==> src/rtl/axi_tlb_miss_log.sv <==
// Logs TLB-miss records (address, AXI ID, direction) into a small circular buffer for software.
// Latency: a record accepted in cycle t is visible at the log head in cycle t+1 (no fall-through).
// Backpressure: DropWhenFull=1 always accepts and counts overflow drops; DropWhenFull=0 stalls the miss path when full.
module axi_tlb_miss_log #(
   parameter int unsigned AddrWidth    = 32,
   parameter int unsigned IdWidth      = 4,
   parameter int unsigned Depth        = 4,
   parameter bit          DropWhenFull = 1'b1
) (
   input  logic                       clk_i,
   input  logic                       rst_i,
   input  logic                       miss_valid_i,
   output logic                       miss_ready_o,
   input  logic [AddrWidth-1:0]       miss_addr_i,
   input  logic [IdWidth-1:0]         miss_id_i,
   input  logic                       miss_write_i,
   output logic                       log_valid_o,
   input  logic                       log_ready_i,
   output logic [AddrWidth-1:0]       log_addr_o,
   output logic [IdWidth-1:0]         log_id_o,
   output logic                       log_write_o,
   output logic [$clog2(Depth):0]     fill_o,
   output logic [15:0]                drop_cnt_o,
   output logic                       irq_o,
   input  logic                       irq_clear_i
);

   localparam int unsigned PtrW  = $clog2(Depth);
   localparam int unsigned FillW = PtrW + 1;
   localparam logic [FillW-1:0] DepthFill = FillW'(Depth);

   // Entry storage; contents are never reset, only the pointers and fill count qualify them.
   logic [AddrWidth-1:0] r_addr_mem  [Depth];
   logic [IdWidth-1:0]   r_id_mem    [Depth];
   logic                 r_write_mem [Depth];

   logic [PtrW-1:0]  r_wr_ptr;
   logic [PtrW-1:0]  r_rd_ptr;
   logic [FillW-1:0] r_fill;
   logic [15:0]      r_drop_cnt;
   logic             r_irq;

   logic w_full;
   logic w_empty;
   logic w_ready;
   logic w_pop;
   logic w_accept;
   logic w_push;
   logic w_drop;
   logic w_irq_set;

   assign w_full  = (r_fill == DepthFill);
   assign w_empty = (r_fill == '0);

   // Ready never looks at miss_valid_i. In stall mode a full log can still take a record
   // when the consumer pops in the same cycle; during reset the log is treated as empty.
   assign w_ready = DropWhenFull ? 1'b1 : (rst_i || !w_full || log_ready_i);

   assign w_pop     = !w_empty && log_ready_i;
   assign w_accept  = miss_valid_i && w_ready;
   assign w_push    = w_accept && (!w_full || w_pop);
   assign w_drop    = w_accept && w_full && !w_pop;
   assign w_irq_set = (w_push && w_empty) || w_drop;

   assign miss_ready_o = w_ready;
   assign log_valid_o  = !w_empty;
   assign log_addr_o   = r_addr_mem[r_rd_ptr];
   assign log_id_o     = r_id_mem[r_rd_ptr];
   assign log_write_o  = r_write_mem[r_rd_ptr];
   assign fill_o       = r_fill;
   assign drop_cnt_o   = r_drop_cnt;
   assign irq_o        = r_irq;

   // Write the accepted record into the slot at the write pointer.
   always_ff @(posedge clk_i) begin
      if (w_push) begin
         r_addr_mem[r_wr_ptr]  <= miss_addr_i;
         r_id_mem[r_wr_ptr]    <= miss_id_i;
         r_write_mem[r_wr_ptr] <= miss_write_i;
      end
   end

   // Pointers wrap naturally because Depth is a power of two; fill tracks push/pop balance.
   always_ff @(posedge clk_i) begin
      if (rst_i) begin
         r_wr_ptr <= '0;
         r_rd_ptr <= '0;
         r_fill   <= '0;
      end else begin
         if (w_push) begin
            r_wr_ptr <= r_wr_ptr + PtrW'(1);
         end
         if (w_pop) begin
            r_rd_ptr <= r_rd_ptr + PtrW'(1);
         end
         if (w_push && !w_pop) begin
            r_fill <= r_fill + FillW'(1);
         end else if (w_pop && !w_push) begin
            r_fill <= r_fill - FillW'(1);
         end
      end
   end

   // Saturating count of records discarded because the log was full.
   always_ff @(posedge clk_i) begin
      if (rst_i) begin
         r_drop_cnt <= '0;
      end else if (w_drop && (r_drop_cnt != 16'hFFFF)) begin
         r_drop_cnt <= r_drop_cnt + 16'd1;
      end
   end

   // Sticky interrupt: first entry into an empty log or any drop sets it; set beats clear.
   always_ff @(posedge clk_i) begin
      if (rst_i) begin
         r_irq <= 1'b0;
      end else if (w_irq_set) begin
         r_irq <= 1'b1;
      end else if (irq_clear_i) begin
         r_irq <= 1'b0;
      end
   end

endmodule

==> config.mk <==
export PLATFORM = sky130hd
export DESIGN_NAME = axi_tlb_miss_log
export DESIGN_NICKNAME = d
export VERILOG_FILES = /design/src/rtl/axi_tlb_miss_log.sv
export SDC_FILE = /design/constraint.sdc
export NUM_CORES = 1
export LEC_CHECK = 0
export CORE_AREA = 2 2 119 121
export DETAILED_ROUTE_END_ITERATION = 8
export DIE_AREA = 0 0 121 123
export HOLD_SLACK_MARGIN = 0.1
export PLACE_DENSITY = 0.86
export RECOVER_POWER = 100
export SLEW_MARGIN = 20
export SYNTH_ARGS = -nofsm -noshare
export SYNTH_HDL_FRONTEND = slang
export SYNTH_SLANG_ARGS = --single-unit
export TNS_END_PERCENT = 5
==> constraint.sdc <==
create_clock -name clk_i -period 2.7 [get_ports clk_i]
set_input_delay 0.27 -clock clk_i [delete_from_list [all_inputs] [get_ports clk_i]]
set_output_delay 0.27 -clock clk_i [all_outputs]
set_load 0.01 [all_outputs]
Word-level counts from Yosys, hierarchy flattened
Memories as Yosys holds them, arrays and structs flattened. A register that Yosys moved wholly into a read port is not among the register bits.
Index checks and enable logic that the tools add are counted.
{"block": "word_totals", "reg_bits": 24, "latchBits": 0, "ramBits": 148, "rom_bits": 0, "inputBits": 42, "output_inout_bits": 59, "mem_count": 3}
{"block": "classes", "add_sub_neg": 5, "multipliers": 0, "div": 0, "order_cmp": 0, "eq_ne": 2, "shift": 0, "mux": 12, "bitwise_logic": 0, "n_reduce_logical": 17}
{"memory": "r_addr_mem", "words": 4, "width": 32, "read_ports": 1, "rd_clocked_by_memory_dff": 1, "wr": 1, "line": "33", "source": "logic [AddrWidth-1:0] r_addr_mem [Depth];"}
{"memory": "r_id_mem", "words": 4, "width": 4, "read_ports": 1, "rd_clocked_by_memory_dff": 1, "wr": 1, "line": "34", "source": "logic [IdWidth-1:0] r_id_mem [Depth];"}
{"memory": "r_write_mem", "words": 4, "width": 1, "read_ports": 1, "rd_clocked_by_memory_dff": 1, "wr": 1, "line": "35", "source": "logic r_write_mem [Depth];"}
{"op": "16-bit by 1-bit adder with 16-bit output, second input constant", "count": 1}
{"op": "16-bit != test, second input constant", "count": 1}
{"op": "2-bit 2-to-1 mux", "count": 6}
{"op": "1-bit logical AND", "count": 8}
{"op": "3-bit 2-to-1 mux", "count": 2}
{"op": "2-bit by 1-bit adder with 2-bit output, second input constant", "count": 2}
{"op": "1-bit zero test", "count": 4}
{"op": "1-bit 2-to-1 mux", "count": 4}
{"op": "2-bit nonzero test", "count": 2}
{"op": "3-bit by 1-bit adder with 3-bit output, second input constant", "count": 1}
{"op": "3-bit equality test, second input constant", "count": 1}
{"op": "3-bit zero test", "count": 1}
{"op": "3-bit by 1-bit subtractor with 3-bit output, second input constant", "count": 1}
{"op": "1-bit logical OR", "count": 2}

Logic depth before layout (Yosys ltp)
Gate-level depths: netlist of run 1.
{"block": "depth", "depth_word": 9, "ltp_mapped": 9, "ltp_nobuf": 8}

Worst setup path before layout of run 1
OpenSTA, ideal clock, no wires.
{"block": "synth_path", "path_type": "register -> register", "from": "reg r_fill[2], in the netlist fill_o[2]", "to": "mem r_addr_mem[1][0] (enable)", "setup_ns": 0.398, "arrival_ns": 1.821, "required_ns": 2.302, "slack_ns": 0.482, "path_stages_with_launch": 5, "period_less_slack_ns": 2.218, "path_cell_list": "dfxtp_1 -> nand2b_1 -> o31a_1 -> clkbuf_1 -> and2_1"}
{"block": "synth_via", "elab_chain_len": 7}
{"item": "start: declaration", "line": "39", "source": "logic [FillW-1:0] r_fill;"}
{"item": "start signal: assignment", "line": "97", "source": "r_fill <= r_fill + FillW'(1);"}
{"item": "start signal: assignment", "line": "99", "source": "r_fill <= r_fill - FillW'(1);"}
{"item": "3-bit zero test", "line": "53", "source": "assign w_empty = (r_fill == '0);"}
{"item": "1-bit zero test", "line": "59", "source": "assign w_pop = !w_empty && log_ready_i;"}
{"item": "1-bit logical AND", "line": "59"}
{"item": "1-bit logical OR *", "line": "61", "source": "assign w_push = w_accept && (!w_full || w_pop);"}
{"item": "1-bit logical AND *", "line": "61"}
{"item": "net w_push", "line": "48", "source": "logic w_push;"}
{"item": "1-bit 2-to-1 mux *", "line": "76", "source": "if (w_push) begin"}
{"item": "1-bit 2-to-1 mux (implied by the code) *", "line": "77", "source": "r_addr_mem[r_wr_ptr] <= miss_addr_i;"}
{"item": "end: declaration", "line": "33"}
The timed path passes the listed nets; every way through them passes the cells marked *.

==> out/results.txt, run 1 <==
Outcome: complete, no violations
Die ar.: 0.0149 mm2
Height of the die: 123 um
Worst-Margin Slew: 1070 ps
Layout cells sized above 1: 16.7%
Final Hold Fails: 0
DRT iter0 DRCs: 262
Worst skew pair latency: 420 ps
Final setup viols: 0
Prevailing post-synth register cell: edfxtp_1
Data arrival, critical path: 2240 ps
Power per cell area: 876 mW/mm2
Synthesized area per cell: 19.0 um2
Routability cong.: 0.861
Max Clock Skew: 7.27 ps
Die extent in x: 121 um
Clock root buffer: clkbuf_16
Final worst path period need: 2510 ps
VDD IR-drop max: 460 uV
Total Nets Final: 515
CP peak stage delay: 630 ps
Crit path buffers/inverters: 2
CTS tree: built
Final WS setup: 187 ps
Post-synth ARST share: 0%
Critical Path Start Type: register
Yosys cell types: 41
Synth top area share: 66.4%
Pre-antenna DRT Iters: 4
Area growth syn-to-layout: 27.9%
Critical Path RT: 2430 ps
Worst min path class: in2reg
Crit Path Category: reg2out
Leading area contributor after synthesis: edfxtp_1
Yosys warning total: 0
Post-synth top cells: 148 x edfxtp_1, 37 x mux4_2, 26 x dfxtp_1
Sequential share of the synthesized area: 74.2%
Number of post-CTS setup repair buffers: 0
H-tree depth: 4
Avg WL per Cell: 19.8 um
GRT Total Usage: 18.7%
Synthesized cell area: 0.00669 mm2
# placed instances: 627
DR vias: 3649
Util after Layout: 62.9%
Post-CTS sizing: 0
Clk pin slew, worst setup/hold paths: 60 ps
Initial antenna violation count: 2
Pre-CTS WS: 62.1 ps
Top cells by area, synth: edfxtp_1 66%, mux4_2 12%, dfxtp_1 7.8%
Final count of pins violating max slew: 0
Grt ovf: 0
First-pass GRT wire length: 20.3 mm
HPWL after detailed placement: 8.22 mm
I/O pins: 101
Setup TNS: 0 ps
Port Buf Inserts: 99
Antenna Cells: 0
Layout Cells excl Fill: 659
Core region area: 0.0136 mm2
Cts hold-fix bufs: 0
Worst-path maximum fanout: 37
Slew HR: 28.4%
FMAX: 398 MHz
Dpl cell area: 0.00799 mm2
Post-synth EDFFs: 148
Most numerous cell in the Yosys netlist: edfxtp_1
Sink Count: 174
Slowest-stage cell, CP: dlygate4sd3_1
Largest net degree at the start of global routing: 38
Post-DRT Antenna Nets: 0
Post-Syn Nets: 401
CP delay by family, top: buffers and inverters
WL final: 13.1 mm
Critical Path End Type: output pin
Initial core utilization: 49.2%
P_leak: 0.00283 uW
Seq cells post-synth: 174
Vias in the first global route: 3777
Synth Instances: 352
Crit path cell chain: buf_12 -> mux4_2 -> dlygate4sd3_1
# DRC: 0
Period Utilization, post-route: 93.1%
Max-Cap Viols: 0
Row cnt: 43
DR vias/cell: 5.54
CTS Buffer Depth: 2
Post-route cell area: 0.00856 mm2
CTS buffer count: 17
RSZ-0062 raised after global routing: false
-- worst min-delay path, delay by kind of cell --
family / cells / cell delay (ps)
buf+inv: 2 / 440
simple gates: 1 / 70
compound gates: 1 / 50
-- path summary, 6_finish.rpt --
kind                  from             end  slack, ps  cells past startpoint
max               register  log_addr_o[12]        190                      3
min            irq_clear_i           irq_o        450                      4
max reg2reg  drop_cnt_o[0]   drop_cnt_o[7]        380                      7
min reg2reg  drop_cnt_o[8]   drop_cnt_o[8]        510                      2
-- logic make-up after synthesis --
| family | synth area share, % |
|---|---|
| xor gates and xnor gates | 0.654 |
| adders and majority gates | 1.42 |
| muxes | 13.4 |
| DFF | 74.2 |
| other | 0.0560 |
| and+or+nand+nor | 6.45 |
| AOI/OAI and AO/OA | 2.56 |
| buffers and inverters | 1.27 |
-- sequential cells by signal, indices dropped and copies added, names as in the netlist, named ones only --
| register | flops |
|---|---|
| r_write_mem | 4 |
| fill_o | 3 |
| r_rd_ptr | 2 |
| r_wr_ptr | 2 |
| r_addr_mem | 128 |
| drop_cnt_o | 16 |
| r_id_mem | 16 |
| irq_o | 1 |
-- layout make-up --
class | instances | area [um2]
tap | 180 | 225
timing repair buffer | 111 | 1100
clock buffer | 19 | 433
fill | 941 | 5050
multi-input combinational | 158 | 1650
inverter | 4 | 15.0
clock inverter | 13 | 171
sequential | 174 | 4970
-- metrics by stage --
| stage | power [uW] | hold slack (ps) |
|---|---|---|
| 2_1_floorplan | 4300 | 369 |
| 3_3_place_gp | 5110 | 479 |
| 3_5_place_dp | 5170 | 501 |
| 4_1_cts | 7660 | 435 |
| 5_1_grt | 7800 | 481 |
| 6_report | 7500 | 451 |
-- power breakdown --
group / internal, uW / leakage, uW / switching, uW / total [uW]
clock network: 1540 / 0.000293 / 945 / 2480
registers: 3180 / 0.00157 / 113 / 3290
logic: 961 / 0.000966 / 771 / 1730
total: 5670 / 0.00283 / 1830 / 7500
-- metal layers --
metal	global-route usage [%]	routed length, um	vias to the layer above
li1	-	-	1674
met1	22.7	5240	1826
met2	31.5	6830	120
met3	5.26	709	25
met4	8.21	248	4
met5	0	30	-
-- layout by cell type (no fill, tap or decap), drive strengths merged, types with 2 or more instances in the layout --
cell           synthesis  layout
a21oi                 15      15
and2                   5       5
and3                   2       2
and4                   3       3
buf                    8       7
bufinv                 0       4
clkbuf                 8      24
clkdlybuf4s50          0      27
clkinv                 0       8
dfxtp                 26      26
dlygate4sd3            0      72
edfxtp               148     148
ha                     6       6
inv                    4       4
mux2                   4       4
mux2i                  2       2
mux4                  37      37
nand2                  5       5
nand3                 11      11
nand4                  3       3
nand4b                 2       2
nor2                  15      15
nor2b                  5       5
nor3                   3       3
nor4                   4       4
o21ai                  3       3
o31ai                  5       5
o41ai                  3       3
or3                    3       3
or4                    7       7
or4b                   2       2
xor2                   4       4
Note: power is estimated with default switching activity, not from simulation.
==> run 2, diff against run 1 <==
==> config.mk (replaced) <==
export PLATFORM = sky130hd
export DESIGN_NAME = axi_tlb_miss_log
export DESIGN_NICKNAME = d
export VERILOG_FILES = /design/src/rtl/axi_tlb_miss_log.sv
export SDC_FILE = /design/constraint.sdc
export NUM_CORES = 1
export LEC_CHECK = 0
export CORE_AREA = 2 2 130 132
export DETAILED_ROUTE_END_ITERATION = 8
export DIE_AREA = 0 0 132 134
export HOLD_SLACK_MARGIN = 0.1
export PLACE_DENSITY = 0.76
export RECOVER_POWER = 100
export SLEW_MARGIN = 10
export SYNTH_ARGS = -nofsm -noshare
export SYNTH_HDL_FRONTEND = slang
export SYNTH_SLANG_ARGS = --single-unit
export TNS_END_PERCENT = 5
==> out/results.txt, run 2 (same netlist as run 1, synthesis figures left out) <==
Fill count: 1326 (+41%)
Final count of pins violating max slew: 0 (unchanged)
Clock Power Share: 31.5% (-1.6 points)
Post-CTS sizing: 0 (unchanged)
Most frequent cells in the layout: 148 x edfxtp_1, 88 x dlygate4sd3_1, 37 x mux4_2, 24 x dfxtp_1, 17 x clkbuf_16
Pre-antenna DRT Iters: 4 (unchanged)
Met1 WL: 5.23 mm (-0.23%)
Cts hold-fix bufs: 0 (unchanged)
Critical Path End Type: output pin
DRT iter0 DRCs: 132 (-50%)
Die extent in x: 132 um (+9.1%)
CP delay by family, top: buffers and inverters
Final WS setup: 194 ps (+7.17 ps)
GRT Total Usage: 14.4% (-4.3 points)
CP Depth: 3 (unchanged)
Sink Count: 174 (unchanged)
Routed wl met3: 685 um (-3.4%)
Area growth syn-to-layout: 27.3%
Initial core utilization: 41.1% (-8.1 points)
CTS buffer count: 17 (unchanged)
Port Buf Inserts: 99 (unchanged)
WL final: 12.1 mm (-7.2%)
Final Hold Fails: 0 (unchanged)
Critical Path RT: 2430 ps (about the same)
Slowest-stage cell, CP: dlygate4sd3_1
Crit Path Category: reg2out
Max FFs per register: 128 (unchanged)
Initial antenna violation count: 2 (unchanged)
Combinational power share: 23.0% (about the same)
Grt ovf: 0 (unchanged)
Highest metal used: met4
P_sw: 1790 uW (-2.1%)
Core region area: 0.0163 mm2 (+20%)
FMAX: 399 MHz (+0.29%)
RSZ-0062 raised after global routing: false
DR vias: 3518 (-3.6%)
Met2 wire length: 6.15 mm (-10%)
CTS Buffer Depth: 2 (unchanged)
Clock root buffer: clkbuf_16
Avg WL per Cell: 17.4 um (-12%)
Worst skew pair latency: 410 ps (about the same)
Number of post-CTS setup repair buffers: 0 (unchanged)
Hold Crit Depth: 4 (unchanged)
Setup TNS: 0 ps (unchanged)
Clk pin slew, worst setup/hold paths: 60 ps (about the same)
Period Utilization, post-route: 92.8% (-0.27 points)
Max-Cap Viols: 0 (unchanged)
Max Clock Skew: 6.98 ps (-0.288 ps)
Critical Path Start Type: register
H-tree depth: 4 (unchanged)
Worst Reg2Reg Path Length in Cells: 7 (unchanged)
Slew HR: 32.8% (+4.3 points)
VDD IR-drop max: 497 uV (+8.2%)
Largest register by flop count: r_addr_mem
Post-DRT Antenna Nets: 0 (unchanged)
DR vias/cell: 5.05 (-8.7%)
Data arrival, critical path: 2240 ps (about the same)
First-pass GRT wire length: 19.3 mm (-5.1%)
Layout Cells excl Fill: 696 (+5.6%)
# placed instances: 663 (+5.7%)
Int Pwr: 5440 uW (-4.1%)
Final worst path period need: 2510 ps (-7.17 ps)
Worst min path class: in2reg
Crit path cell chain: buf_12 -> mux4_2 -> dlygate4sd3_1
Power per cell area: 848 mW/mm2 (-3.2%)
Worst-Margin Slew: 1010 ps (-64.4 ps)
Largest net degree at the start of global routing: 38 (unchanged)
HPWL after detailed placement: 7.54 mm (-8.2%)
Sw Share: 24.8% (+0.38 points)
Vias in the first global route: 3628 (-3.9%)
Commonest non-fill, non-tap cell in the layout: edfxtp_1
Worst-path maximum fanout: 37 (unchanged)
Final setup viols: 0 (unchanged)
P_leak: 0.00279 uW (-1.5%)
CP peak stage delay: 620 ps (about the same)
Row cnt: 47 (+9.3%)
CTS tree: built
Pre-CTS WS: 156 ps (+94.1 ps)
Die ar.: 0.0177 mm2 (+19%)
Height of the die: 134 um (+8.9%)
Outcome: complete, no violations
Total Nets Final: 511 (-0.78%)
Share of power burned in registers: 45.4% (+1.5 points)
Crit path buffers/inverters: 2 (unchanged)
I/O pins: 101 (unchanged)
# DRC: 0 (unchanged)
Routability cong.: 0.843 (-2.0%)
Layout cells sized above 1: 16.0% (-0.67 points)
-- run 2: changes by cell type in the layout (fill, tap and decap cells not counted), sizes merged --
cell	previous run	this run
bufinv	4	2
dlygate4sd3	72	88
inv	4	6
diode	0	2
clkinvlp	1	2
clkbuf	24	22
clkinv	8	6
buf	7	5
clkdlybuf4s50	27	11
-- run 2: final timing paths --
path	slack, ps	start	end
max	190	register	log_addr_o[24]
min	470	irq_clear_i	irq_o
max reg2reg	350	drop_cnt_o[1]	drop_cnt_o[7]
min reg2reg	510	drop_cnt_o[8]	drop_cnt_o[8]
-- run 2: power groups by stage --
stage                     clock network (uW)  registers, uW  logic [uW]
after detailed placement                   0           3350        1810
after CTS                               2330           3290        1810
final                                   2280           3290        1660
after floorplan                            0           3310         989
after global placement                     0           3330        1780
after global routing                    2450           3310        1800
-- run 2: cell type report --
| type | count | area (um2) | share of cell area (%) |
|---|---|---|---|
| diodes | 2 | 5.00 | 0.0587 |
| clock buffers | 19 | 433 | 5.08 |
| clock inverters | 12 | 119 | 1.39 |
| inverters | 4 | 15.0 | 0.176 |
| multi-input cells | 158 | 1650 | 19.3 |
| flip-flops and latches | 174 | 4970 | 58.3 |
| well taps | 220 | 275 | 3.23 |
| repair buffers | 107 | 1060 | 12.5 |
-- run 2: layer usage --
layer / track usage [%] / up-vias
met5: 0 / -
met4: 4.89 / 0
met3: 4.88 / 6
met2: 24.2 / 95
met1: 17.7 / 1754
li1: - / 1663
-- run 2: metrics by stage --
stage	util (%)	hold slack, ps	instance area [um2]	total power (uW)
CTS	52.4	455	8530	7440
global route	52.3	495	8520	7560
global placement	49.0	475	7980	5120
finish	52.3	472	8520	7230
floorplan	-	369	6690	4300
detailed placement	49.0	512	7980	5160
-- run 2: worst register-to-register path, stage by stage (launching register included) --
cell,delay [ps]
dfxtp_1,480
ha_1,280
nand4_1,130
clkbuf_1,200
nor4_1,310
clkbuf_1,400
nor4_1,100
mux2_1,320
